### src/rtl/rca_pkg.sv
// Shared definitions for the sequential ripple-carry adder: FSM states and
// default slice geometry.
package rca_pkg;

  localparam int N_DEF = 4;
  localparam int M_DEF = 4;

  typedef enum logic [1:0] {
    IDLE = 2'd0,
    RUN  = 2'd1,
    DONE = 2'd2
  } state_t;

  // Slice index width: ceil(log2(M)), never less than one bit.
  function automatic int idx_width(input int m);
    return (m > 1) ? $clog2(m) : 1;
  endfunction

endpackage

### src/rtl/rca_seq_ctrl_if.sv
// Request/result bundle of rca_seq_ctrl. Optional ovf flag present only when
// RCA_SEQ_OVF_EN is defined.
interface rca_seq_ctrl_if
  import rca_pkg::*;
#(
  parameter int N = N_DEF,
  parameter int M = M_DEF
) ();

  localparam int W = N * M;

  logic         start;
  logic [W-1:0] a;
  logic [W-1:0] b;
  logic         cin;
  logic         busy;
  logic         done;
  logic [W-1:0] y;
  logic         cout;
`ifdef RCA_SEQ_OVF_EN
  logic         ovf;
`endif

  modport master (
    output start, a, b, cin,
`ifdef RCA_SEQ_OVF_EN
    input  ovf,
`endif
    input  busy, done, y, cout
  );

  modport slave (
    input  start, a, b, cin,
`ifdef RCA_SEQ_OVF_EN
    output ovf,
`endif
    output busy, done, y, cout
  );

endinterface

### src/rtl/add_slice.sv
// Combinational N-bit adder slice with carry in/out; the only adder hardware
// in the sequential datapath.
module add_slice #(
  parameter int N = 4
) (
  input  logic [N-1:0] a,
  input  logic [N-1:0] b,
  input  logic         cin,
  output logic [N-1:0] y,
  output logic         cout
);

  assign {cout, y} = {1'b0, a} + {1'b0, b} + {{N{1'b0}}, cin};

endmodule

### src/rtl/rca_seq_ctrl.sv
// Sequential adder: one add_slice reused over M cycles, LSB slice first.
// Define RCA_SEQ_OVF_EN to add the two's-complement overflow output.
module rca_seq_ctrl
  import rca_pkg::*;
#(
  parameter int N = N_DEF,
  parameter int M = M_DEF
) (
  input  logic          clk,
  input  logic          rst_n,
  rca_seq_ctrl_if.slave bus
);

  localparam int W     = N * M;
  localparam int IDX_W = idx_width(M);

  state_t             state;
  logic [IDX_W-1:0]   idx;
  logic               carry;
  logic [W-1:0]       a_l;
  logic [W-1:0]       b_l;
  logic [W-1:0]       y_r;
  logic               cout_r;
  logic               busy_r;
  logic               done_r;
`ifdef RCA_SEQ_OVF_EN
  logic               ovf_r;
`endif

  logic [N-1:0]       a_s;
  logic [N-1:0]       b_s;
  logic [N-1:0]       s_y;
  logic               s_co;
  logic               last;

  assign a_s  = a_l[int'(idx)*N +: N];
  assign b_s  = b_l[int'(idx)*N +: N];
  assign last = (idx == IDX_W'(M - 1));

  add_slice #(.N(N)) u_slice (
    .a    (a_s),
    .b    (b_s),
    .cin  (carry),
    .y    (s_y),
    .cout (s_co)
  );

  // DONE accepts a new start exactly like IDLE, giving back-to-back operation.
  always_ff @(posedge clk or negedge rst_n) begin
    if (!rst_n) begin
      state  <= IDLE;
      idx    <= '0;
      carry  <= 1'b0;
      a_l    <= '0;
      b_l    <= '0;
      y_r    <= '0;
      cout_r <= 1'b0;
      busy_r <= 1'b0;
      done_r <= 1'b0;
`ifdef RCA_SEQ_OVF_EN
      ovf_r  <= 1'b0;
`endif
    end else begin
      case (state)
        IDLE, DONE: begin
          done_r <= 1'b0;
          if (bus.start) begin
            a_l    <= bus.a;
            b_l    <= bus.b;
            carry  <= bus.cin;
            idx    <= '0;
            busy_r <= 1'b1;
            state  <= RUN;
          end else begin
            state  <= IDLE;
          end
        end
        RUN: begin
          y_r[int'(idx)*N +: N] <= s_y;
          carry                 <= s_co;
          if (last) begin
            idx    <= '0;
            busy_r <= 1'b0;
            done_r <= 1'b1;
            cout_r <= s_co;
`ifdef RCA_SEQ_OVF_EN
            // s_y[N-1] is the final y[W-1] being written on this edge.
            ovf_r  <= (a_l[W-1] == b_l[W-1]) && (s_y[N-1] != a_l[W-1]);
`endif
            state  <= DONE;
          end else begin
            idx    <= idx + 1'b1;
          end
        end
        default: begin
          state  <= IDLE;
          busy_r <= 1'b0;
          done_r <= 1'b0;
        end
      endcase
    end
  end

  assign bus.busy = busy_r;
  assign bus.done = done_r;
  assign bus.y    = y_r;
  assign bus.cout = cout_r;
`ifdef RCA_SEQ_OVF_EN
  assign bus.ovf  = ovf_r;
`endif

endmodule

### src/flat_wrapper.sv
// flat-port wrapper written by rule: the top's interface ports become plain ports
module rca_seq_ctrl_flat import rca_pkg::*;
#(
  parameter int N = N_DEF,
  parameter int M = M_DEF
)
  (clk, rst_n, bus_start, bus_a, bus_b, bus_cin, bus_busy, bus_done, bus_y, bus_cout);
  rca_seq_ctrl_if #(.N(N), .M(M)) bus_i ();
  input  logic clk;
  input  logic rst_n;
  input wire logic [$bits(bus_i.start)-1:0] bus_start;
  input wire logic [$bits(bus_i.a)-1:0] bus_a;
  input wire logic [$bits(bus_i.b)-1:0] bus_b;
  input wire logic [$bits(bus_i.cin)-1:0] bus_cin;
  output wire logic [$bits(bus_i.busy)-1:0] bus_busy;
  output wire logic [$bits(bus_i.done)-1:0] bus_done;
  output wire logic [$bits(bus_i.y)-1:0] bus_y;
  output wire logic [$bits(bus_i.cout)-1:0] bus_cout;
  assign bus_i.start = bus_start;
  assign bus_i.a = bus_a;
  assign bus_i.b = bus_b;
  assign bus_i.cin = bus_cin;
  assign bus_busy = bus_i.busy;
  assign bus_done = bus_i.done;
  assign bus_y = bus_i.y;
  assign bus_cout = bus_i.cout;
  rca_seq_ctrl #(.N(N), .M(M)) u_core (.clk(clk), .rst_n(rst_n), .bus(bus_i));
endmodule
### config.mk
export PLATFORM = sky130hd
export DESIGN_NAME = rca_seq_ctrl_flat
export DESIGN_NICKNAME = d
export VERILOG_FILES = /design/src/rtl/rca_pkg.sv /design/src/rtl/rca_seq_ctrl_if.sv /design/src/rtl/add_slice.sv /design/src/rtl/rca_seq_ctrl.sv /design/src/flat_wrapper.sv
export SDC_FILE = /design/constraint.sdc
export NUM_CORES = 1
export LEC_CHECK = 0
export ABC_AREA = 0
export CORE_UTILIZATION = 45
export DETAILED_ROUTE_END_ITERATION = 10
export PLACE_DENSITY = 0.78
export SYNTH_ARGS = -nofsm -noshare
export SYNTH_HDL_FRONTEND = slang
export SYNTH_SLANG_ARGS = --single-unit
export TNS_END_PERCENT = 1
### constraint.sdc
create_clock -name clk -period 5.3 [get_ports clk]
set_clock_uncertainty 0.2 [all_clocks]
set_input_delay 1.06 -clock clk [delete_from_list [all_inputs] [get_ports clk]]
set_output_delay 1.06 -clock clk [all_outputs]
set_load 0.05 [all_outputs]
* Word-level counts from Yosys, hierarchy flattened
Cells that the tools add are included.
** Word-level totals
- Flip-flop bits (word level) :: 56
- Bits of input ports :: 36
- Output and inout port bits :: 19
- Logic and storage cells :: 43
** Cells by class
- $add $sub $neg :: 4
- Equality and inequality tests :: 5
- Shift-type cells :: 4
- Muxes and demuxes :: 14
- Reduce and logical (&&, ||, !) cells :: 7
** Operator list (count)
- $neg A4 Y33 :: 1
- $shift A4 B33 Y16 const A :: 1
- $shiftx A4 B33 Y16 :: 1
- $shiftx A16 B5 Y4 :: 2
- $bwmux W16 :: 1
- $pmux W2 S2 :: 2
- $reduce_and A2 Y1 :: 4
- $mux W1 :: 6
- $mux W2 :: 3
- $add A4 B4 Y5 :: 1
- $add A5 B1 Y5 :: 1
- $eq A2 B2 Y1 const B :: 2
- $pmux W1 S2 :: 2
- $add A2 B1 Y2 const B :: 1
- $eq A2 B1 Y1 const B :: 1
- $logic_not A2 Y1 :: 1
- $ne A2 B1 Y1 const B :: 1
- $ne A2 B2 Y1 const B :: 1
- $reduce_bool A2 Y1 :: 1
- $reduce_or A2 Y1 :: 1

* Longest topological paths before layout
Gate-level depths: netlist (run 1).
- Depth in word-level cells :: 5
- Mapped depth :: 8
- Gate-level depth less buffers :: 6

* By module
From an unflattened synthesis (run 1), not the netlist that was laid out.
** Second synthesis, totals
- Cells, all modules :: 200
- Area total of the unflattened synthesis :: 2682.6 µm²
** By module, submodules not included
- rca_seq_ctrl :: times used 1, cells an instance 184, area each 2538.7 µm², seq. area each 1376.3 µm²
- add_slice :: times used 1, cells an instance 16, area each 143.9 µm², seq. area each 0.0 µm²

* Least setup slack after synthesis (run 1)
Ideal clock, no wire load.
- Path kind :: register to register
- Start :: register u_core.idx[0]
- End :: register u_core.carry
- Setup time :: 0.132 ns
- Arrival time :: 2.530 ns
- Required time :: 4.968 ns
- Slack :: 2.438 ns
- Cell stages (with the launch flop) :: 9
- Path buffers :: 2
- Clock period less this slack :: 2.862 ns
- Path through :: dfrtp_1 buf_6 buf_2 mux4_2 fa_1 fa_1 a21o_1 a21oi_1 o211ai_1
** On the way
- Cells in the longest elaborated chain, start to end :: 4
- Elaborated cells between the ends (all ways) :: 5
** RTL lines
- start, declared :: RTL line rca_seq_ctrl.sv:18 : logic [IDX_W-1:0] idx;
- start signal, assigned :: RTL line rca_seq_ctrl.sv:92 : idx <= idx + 1'b1;
- $shiftx A16 B5 Y4 (on tied branches) :: RTL line rca_seq_ctrl.sv:36, rca_seq_ctrl.sv:37
- $add A4 B4 Y5 (*) :: RTL line add_slice.sv:13 : assign {cout, y} = {1'b0, a} + {1'b0, b} + {{N{1'b0}}, cin};
- $add A5 B1 Y5 (*) :: RTL line add_slice.sv:13
- $pmux W1 S2 (*) :: RTL line rca_seq_ctrl.sv:64 : case (state)
- end signal, assigned :: RTL line rca_seq_ctrl.sv:70 : carry <= bus.cin;
- end signal, assigned :: RTL line rca_seq_ctrl.sv:80 : carry <= s_co;
- end, declared :: RTL line rca_seq_ctrl.sv:19 : logic carry;
Mark *: on every way between the ends. The rest lies on a longest branch, timed or not.
A chain may end at the register's enable or synchronous reset.

* Worst setup path after layout (run 1)
Same ends and word-level chain as after synthesis.

==> results of run 1 <==
==> metrics by stage <==
step | utilization | cell area [um2] | hold slack (ps)
after floorplan | - | 2550 | 237
after global placement | 0.574 | 3140 | 251
after detailed placement | 0.574 | 3140 | 257
after CTS | 0.596 | 3260 | 282
after global routing | 0.596 | 3260 | 305
final | 0.596 | 3260 | 279
==> critical path: cells and delay by family (launching register included) <==
| kind | cells | cell delay (ps) |
|---|---|---|
| adder cells (fa/ha/maj) | 2 | 880 |
| multiplexers | 1 | 610 |
| AO/OA/AOI/OAI | 3 | 500 |
| flip-flops | 1 | 840 |
==> final timing paths <==
kind | startpoint | to | slack [ps] | depth (start not counted)
max in group asynchronous | rst_n | u_core.state[0] | 3800 | 2
worst max-delay path | u_core.idx[0] | u_core.carry | 2160 | 6
worst max register to register | u_core.idx[0] | u_core.carry | 2160 | 6
min in group asynchronous | rst_n | u_core.bus.y[15] | 650 | 2
worst min register to register | u_core.b_l[13] | u_core.b_l[13] | 280 | 2
worst min-delay path | u_core.b_l[13] | u_core.b_l[13] | 280 | 2
==> logic make-up (layout without fill, tap and decap cells) <==
| logic type | after synthesis | in the layout | share of synthesized area |
|---|---|---|---|
| AOI/OAI and AO/OA | 27 | 27 | 0.0756 |
| xor gates and xnor gates | 1 | 1 | 0.00344 |
| adders and majority gates | 11 | 11 | 0.0599 |
| buffers and inverters | 14 | 67 | 0.0250 |
| DFF | 55 | 55 | 0.540 |
| muxes | 8 | 8 | 0.0736 |
| and+or+nand+nor | 133 | 133 | 0.222 |
==> layout make-up <==
type                       instances  area (um2)
timing repair buffer              57         558
sequential                        55        1380
clock buffer                       6        82.6
inverter                           2        7.51
fill                             492        2210
multi-input combinational        180        1110
tap                               72        90.1
clock inverter                     2        38.8
==> registers in the layout, summed over array words and instances, names as in the netlist <==
name             cells
u_core.b_l          16
u_core.idx           2
u_core.a_l          16
u_core.bus.y        16
u_core.carry         1
u_core.state         1
u_core.bus.busy      1
u_core.bus.cout      1
u_core.bus.done      1
==> cell usage in the layout, fill, tap and decap left out <==
master	n
nand2_1	107
dfrtp_1	55
clkdlybuf4s50_1	53
ha_1	9
o31ai_1	8
a22o_1	8
mux4_2	6
clkbuf_8	6
nand3_1	5
nand3b_1	4
nor2_1	4
a21oi_1	4
o21ai_0	3
buf_4	3
inv_1	2
mux4_1	2
nand2b_1	2
or3b_1	2
and3_1	2
or2_0	2
fa_1	2
nor2b_2	1
o21ai_1	1
xnor2_1	1
and4bb_2	1
a21boi_0	1
and3b_1	1
nor2b_1	1
and2_1	1
a21o_1	1
o211ai_1	1
bufinv_16	1
inv_6	1
buf_2	1
==> report_power, final <==
part           switching, mW  leakage (nW)  internal [mW]
Sequential             0.140         0.699          0.588
Clock                  0.137        0.0618          0.155
Combinational          0.580         0.789          0.420
Total                  0.858          1.55           1.16
==> per-layer routing <==
layer | GRT usage | wire (um) | part of all wire
met5 | 0 | 0 | 0
met4 | 0.0660 | 73 | 0.015
met3 | 0.0464 | 215 | 0.043
met2 | 0.314 | 2420 | 0.49
met1 | 0.230 | 2240 | 0.45
==> results.yml, run 1 <==
cells_and_area:
  drive_gt1_frac: 0.0662
  diodes: 0
  final_nets: 348
  fin_cells: 374
  area_growth_syn_to_layout_pct: 28.1
cts:
  cts_buffer_depth: 2
  worstSkewPairLatency_ps: 320
  post-cts-setup-buffers: 0
  numClockSinks: 55
  cts_max_level: 2
  cts_tree: "done"
  path_clk_slew_ps: 100
  cts_hold_buf: 0
  root_buffer: "clkbuf_8"
  cts_resized: 0
  cts_buffers: 5
sta:
  slew-limit-headroom: 0.503
  setup_violations: 0
  worst_slack_ps: 2160
  fmax_mhz: 319
  setup_tns_ps: 0
  finalCritPeriodShare: 0.592
  tightest_slew_ps: 745
  layout_min_cycle_time_ps: 3140
  final-max-slew-violation-count: 0
  grt_setup_unrepaired: "no"
  finalHoldViolations: 0
critical_path:
  critPathMaxFanout: 18
  cp.required_ps: 5300
  crit_type: "register to register"
  cp_slowest_cell: "dfrtp_1"
  endpoint_kind: "register"
  path_common_cell: "fa_1"
  path_cells: "mux4_2 -> fa_1 -> fa_1 -> a21o_1 -> a21oi_1 -> o211ai_1"
  worst_setup_path_start_kind: "register"
  cp_slowest_stage_delay_ps: 840
  cp_data_arrival_time_ps: 3140
yosys:
  netlist_area_mm2: 0.00255
  synth.most_common_cell: "nand2_1"
  yosys-top-cells-area: "dfrtp_1 54%, nand2_1 16%, mux4_2 5.3%"
  yosys-top-cells-count: "107 x nand2_1, 55 x dfrtp_1, 9 x ha_1"
  syn_avg_cell_area_um2: 10.2
  ys_seq_elements: 55
  ys.flop_type: "dfrtp_1"
  synth_top_area_cell: "dfrtp_1"
  synth_edf_count: 0
  synthArstFlopShare: 1.00
  synth_top_area_share: 0.540
  postSynthCellCount: 249
  synth_nets: 296
  seq_area_frac_synth: 0.540
  ys_types: 30
  ys_warn_count: 0
floorplanning:
  die_area_mm2: 0.00597
  die_w_um: 77.3
  dieHeight_um: 77.3
  start_util: 0.466
  core_mm2: 0.00547
  rows: 27
  design.portCount: 55
status:
  outcome: "complete, no violations"
job:
  maxCapViolCount: 0
pwr:
  power_leakage_nw: 1.55
  power_density_mw_per_mm2: 619
  p_total_mw: 2.02
  vdd_ir_drop_max_v: 0.000314
worst_hold_path:
  hp-class: "register to register"
drt:
  vias: 1899
  vias_per_cell: 5.08
  dr.pass1.iters: 4
  wl_mm: 4.95
  wl_per_cell_um: 13.2
  drc: 0
  drtIter0Drc: 101
  ant_nets: 0
placed_design:
  hpwl_mm: 3.54
  portBuffers: 54
  globalplace.congestion: 0.791
  dp.cells: 366
  post-place-ws_ps: 2170
global_routing:
  grt_usage: 0.186
  grt_pass1_wl_mm: 8.61
  grt_overflow: 0
  grt_max_degree: 56
  antenna_found_initial: 0
  first_global_vias: 1879
No activity file was read; power rests on OpenSTA's default activity.
==> run 2, diff against run 1 <==
==> constraint.sdc (replaced) <==
create_clock -name clk -period 2.95 [get_ports clk]
set_clock_uncertainty 0.2 [all_clocks]
set_input_delay 0.59 -clock clk [delete_from_list [all_inputs] [get_ports clk]]
set_output_delay 0.59 -clock clk [all_outputs]
set_load 0.05 [all_outputs]
==> run 2 against run 1 <==
Effect of this change:
- via count is 2.6% higher
- global-route usage is 0.26 points higher
- critical path type unchanged
- sequential share of layout area is 0.23 points lower
- power is 77% higher
- worst setup slack worse by 1900 ps
- final cell count is 1.6% higher
==> results.yml, run 2 (synthesized netlist as in run 1, its figures left out) <==
drt:
  drtIter0Drc: 99
  vias: 1949
  ant_nets: 0
  wl_per_cell_um: 13.4
  dr.pass1.iters: 4
  drc: 0
  wl_mm: 5.09
  vias_per_cell: 5.13
global_routing:
  grt_usage: 0.189
  grt_pass1_wl_mm: 8.72
  grt_overflow: 0
  antenna_found_initial: 0
  grt_max_degree: 35
  first_global_vias: 1914
placed_design:
  hpwl_mm: 3.87
  dp.cells: 371
  globalplace.congestion: 0.849
  portBuffers: 54
sta:
  finalHoldViolations: 0
  setup_tns_ps: 0
  fmax_mhz: 372
  tightest_slew_ps: 772
  finalCritPeriodShare: 0.911
  grt_setup_unrepaired: "no"
  final-max-slew-violation-count: 0
  setup_violations: 0
  layout_min_cycle_time_ps: 2690
  slew-limit-headroom: 0.485
critical_path:
  regToRegEndpoint: "u_core.carry"
  cp.required_ps: 2950
  r2r_start: "u_core.idx[0]"
  cp_data_arrival_time_ps: 2690
  critPathLaunch: "u_core.idx[0]"
  crit_end: "u_core.carry"
  endpoint_kind: "register"
  reg2reg_slack_ps: 260
  worst_setup_path_start_kind: "register"
  critPathMaxFanout: 5
  r2r_cells: 6
  crit_type: "register to register"
cells_and_area:
  area_growth_syn_to_layout_pct: 28.8
  final_cell_mix: "107 x nand2_1, 55 x dfrtp_1, 53 x clkdlybuf4s50_1"
  diodes: 0
  mostFrequentLayoutCell: "nand2_1"
  fin_cells: 380
  final_nets: 354
  drive_gt1_frac: 0.0812
cts:
  root_buffer: "clkbuf_8"
  cts_resized: 0
  cts_buffer_depth: 2
  cts_tree: "done"
  cts_buffers: 5
  numClockSinks: 55
  path_clk_slew_ps: 100
  cts_max_level: 2
  worstSkewPairLatency_ps: 320
  cts_hold_buf: 1
  post-cts-setup-buffers: 0
pwr:
  power_density_mw_per_mm2: 1090
  vdd_ir_drop_max_v: 0.000515
  p_total_mw: 3.58
  power_leakage_nw: 1.57
floorplanning:
  die_area_mm2: 0.00597
  die_w_um: 77.3
  start_util: 0.466
  dieHeight_um: 77.3
  design.portCount: 55
  core_mm2: 0.00547
  rows: 27
worst_hold_path:
  hp-class: "register to register"
job:
  maxCapViolCount: 0
status:
  outcome: "complete, no violations"
## run 2: how the worst min path moves through the flow
stage / endpoint / cells after the start / slack, ps / startpoint
finish: u_core.b_l[7] / 2 / 280 / u_core.b_l[7]
global route: u_core.a_l[15] / 2 / 300 / u_core.a_l[15]
CTS: u_core.a_l[7] / 2 / 280 / u_core.a_l[7]
detailed placement: u_core.bus.y[15] / 1 / 230 / rst_n
global placement: u_core.bus.y[13] / 1 / 240 / rst_n
floorplan: u_core.a_l[0] / 0 / 90 / rst_n
## run 2: worst max-delay path: stages, from the launching register on
cell	delay, ps
dfrtp_1	460
mux4_2	550
fa_1	450
fa_1	420
a21o_1	190
a21oi_1	190
o211ai_1	100
## run 2: power by group
group	switching, mW	total [mW]	leakage (nW)	internal, mW
logic	1.09	1.88	0.818	0.788
registers	0.212	1.27	0.699	1.06
clock network	0.259	0.429	0.0485	0.171
total	1.56	3.58	1.57	2.02
## run 2: metal layers
layer | up-vias | track usage | share of wire
met1 | 933 | 0.237 | 0.44
met3 | 10 | 0.0429 | 0.043
met2 | 61 | 0.319 | 0.49
met5 | - | 0 | 0
met4 | 0 | 0.0660 | 0.026
li1 | 945 | - | -
## run 2: final cells by class
cell class / instances / area, um2
Inverter: 2 / 7.51
Sequential cell: 55 / 1380
Clock buffer: 5 / 68.8
Multi-Input combinational cell: 180 / 1110
Timing Repair Buffer: 63 / 606
Tap cell: 72 / 90.1
Fill cell: 473 / 2190
Clock inverter: 3 / 22.5
## run 2: stage by stage
stage | instance area (um2) | setup slack, ps | hold WS [ps] | util
after global routing | 3280 | 88.3 | 296 | 0.600
after global placement | 3180 | 360 | 237 | 0.581
after detailed placement | 3180 | 273 | 232 | 0.581
final | 3280 | 261 | 277 | 0.600
after CTS | 3280 | 249 | 282 | 0.600
after floorplan | 2550 | 87.6 | 94.4 | -
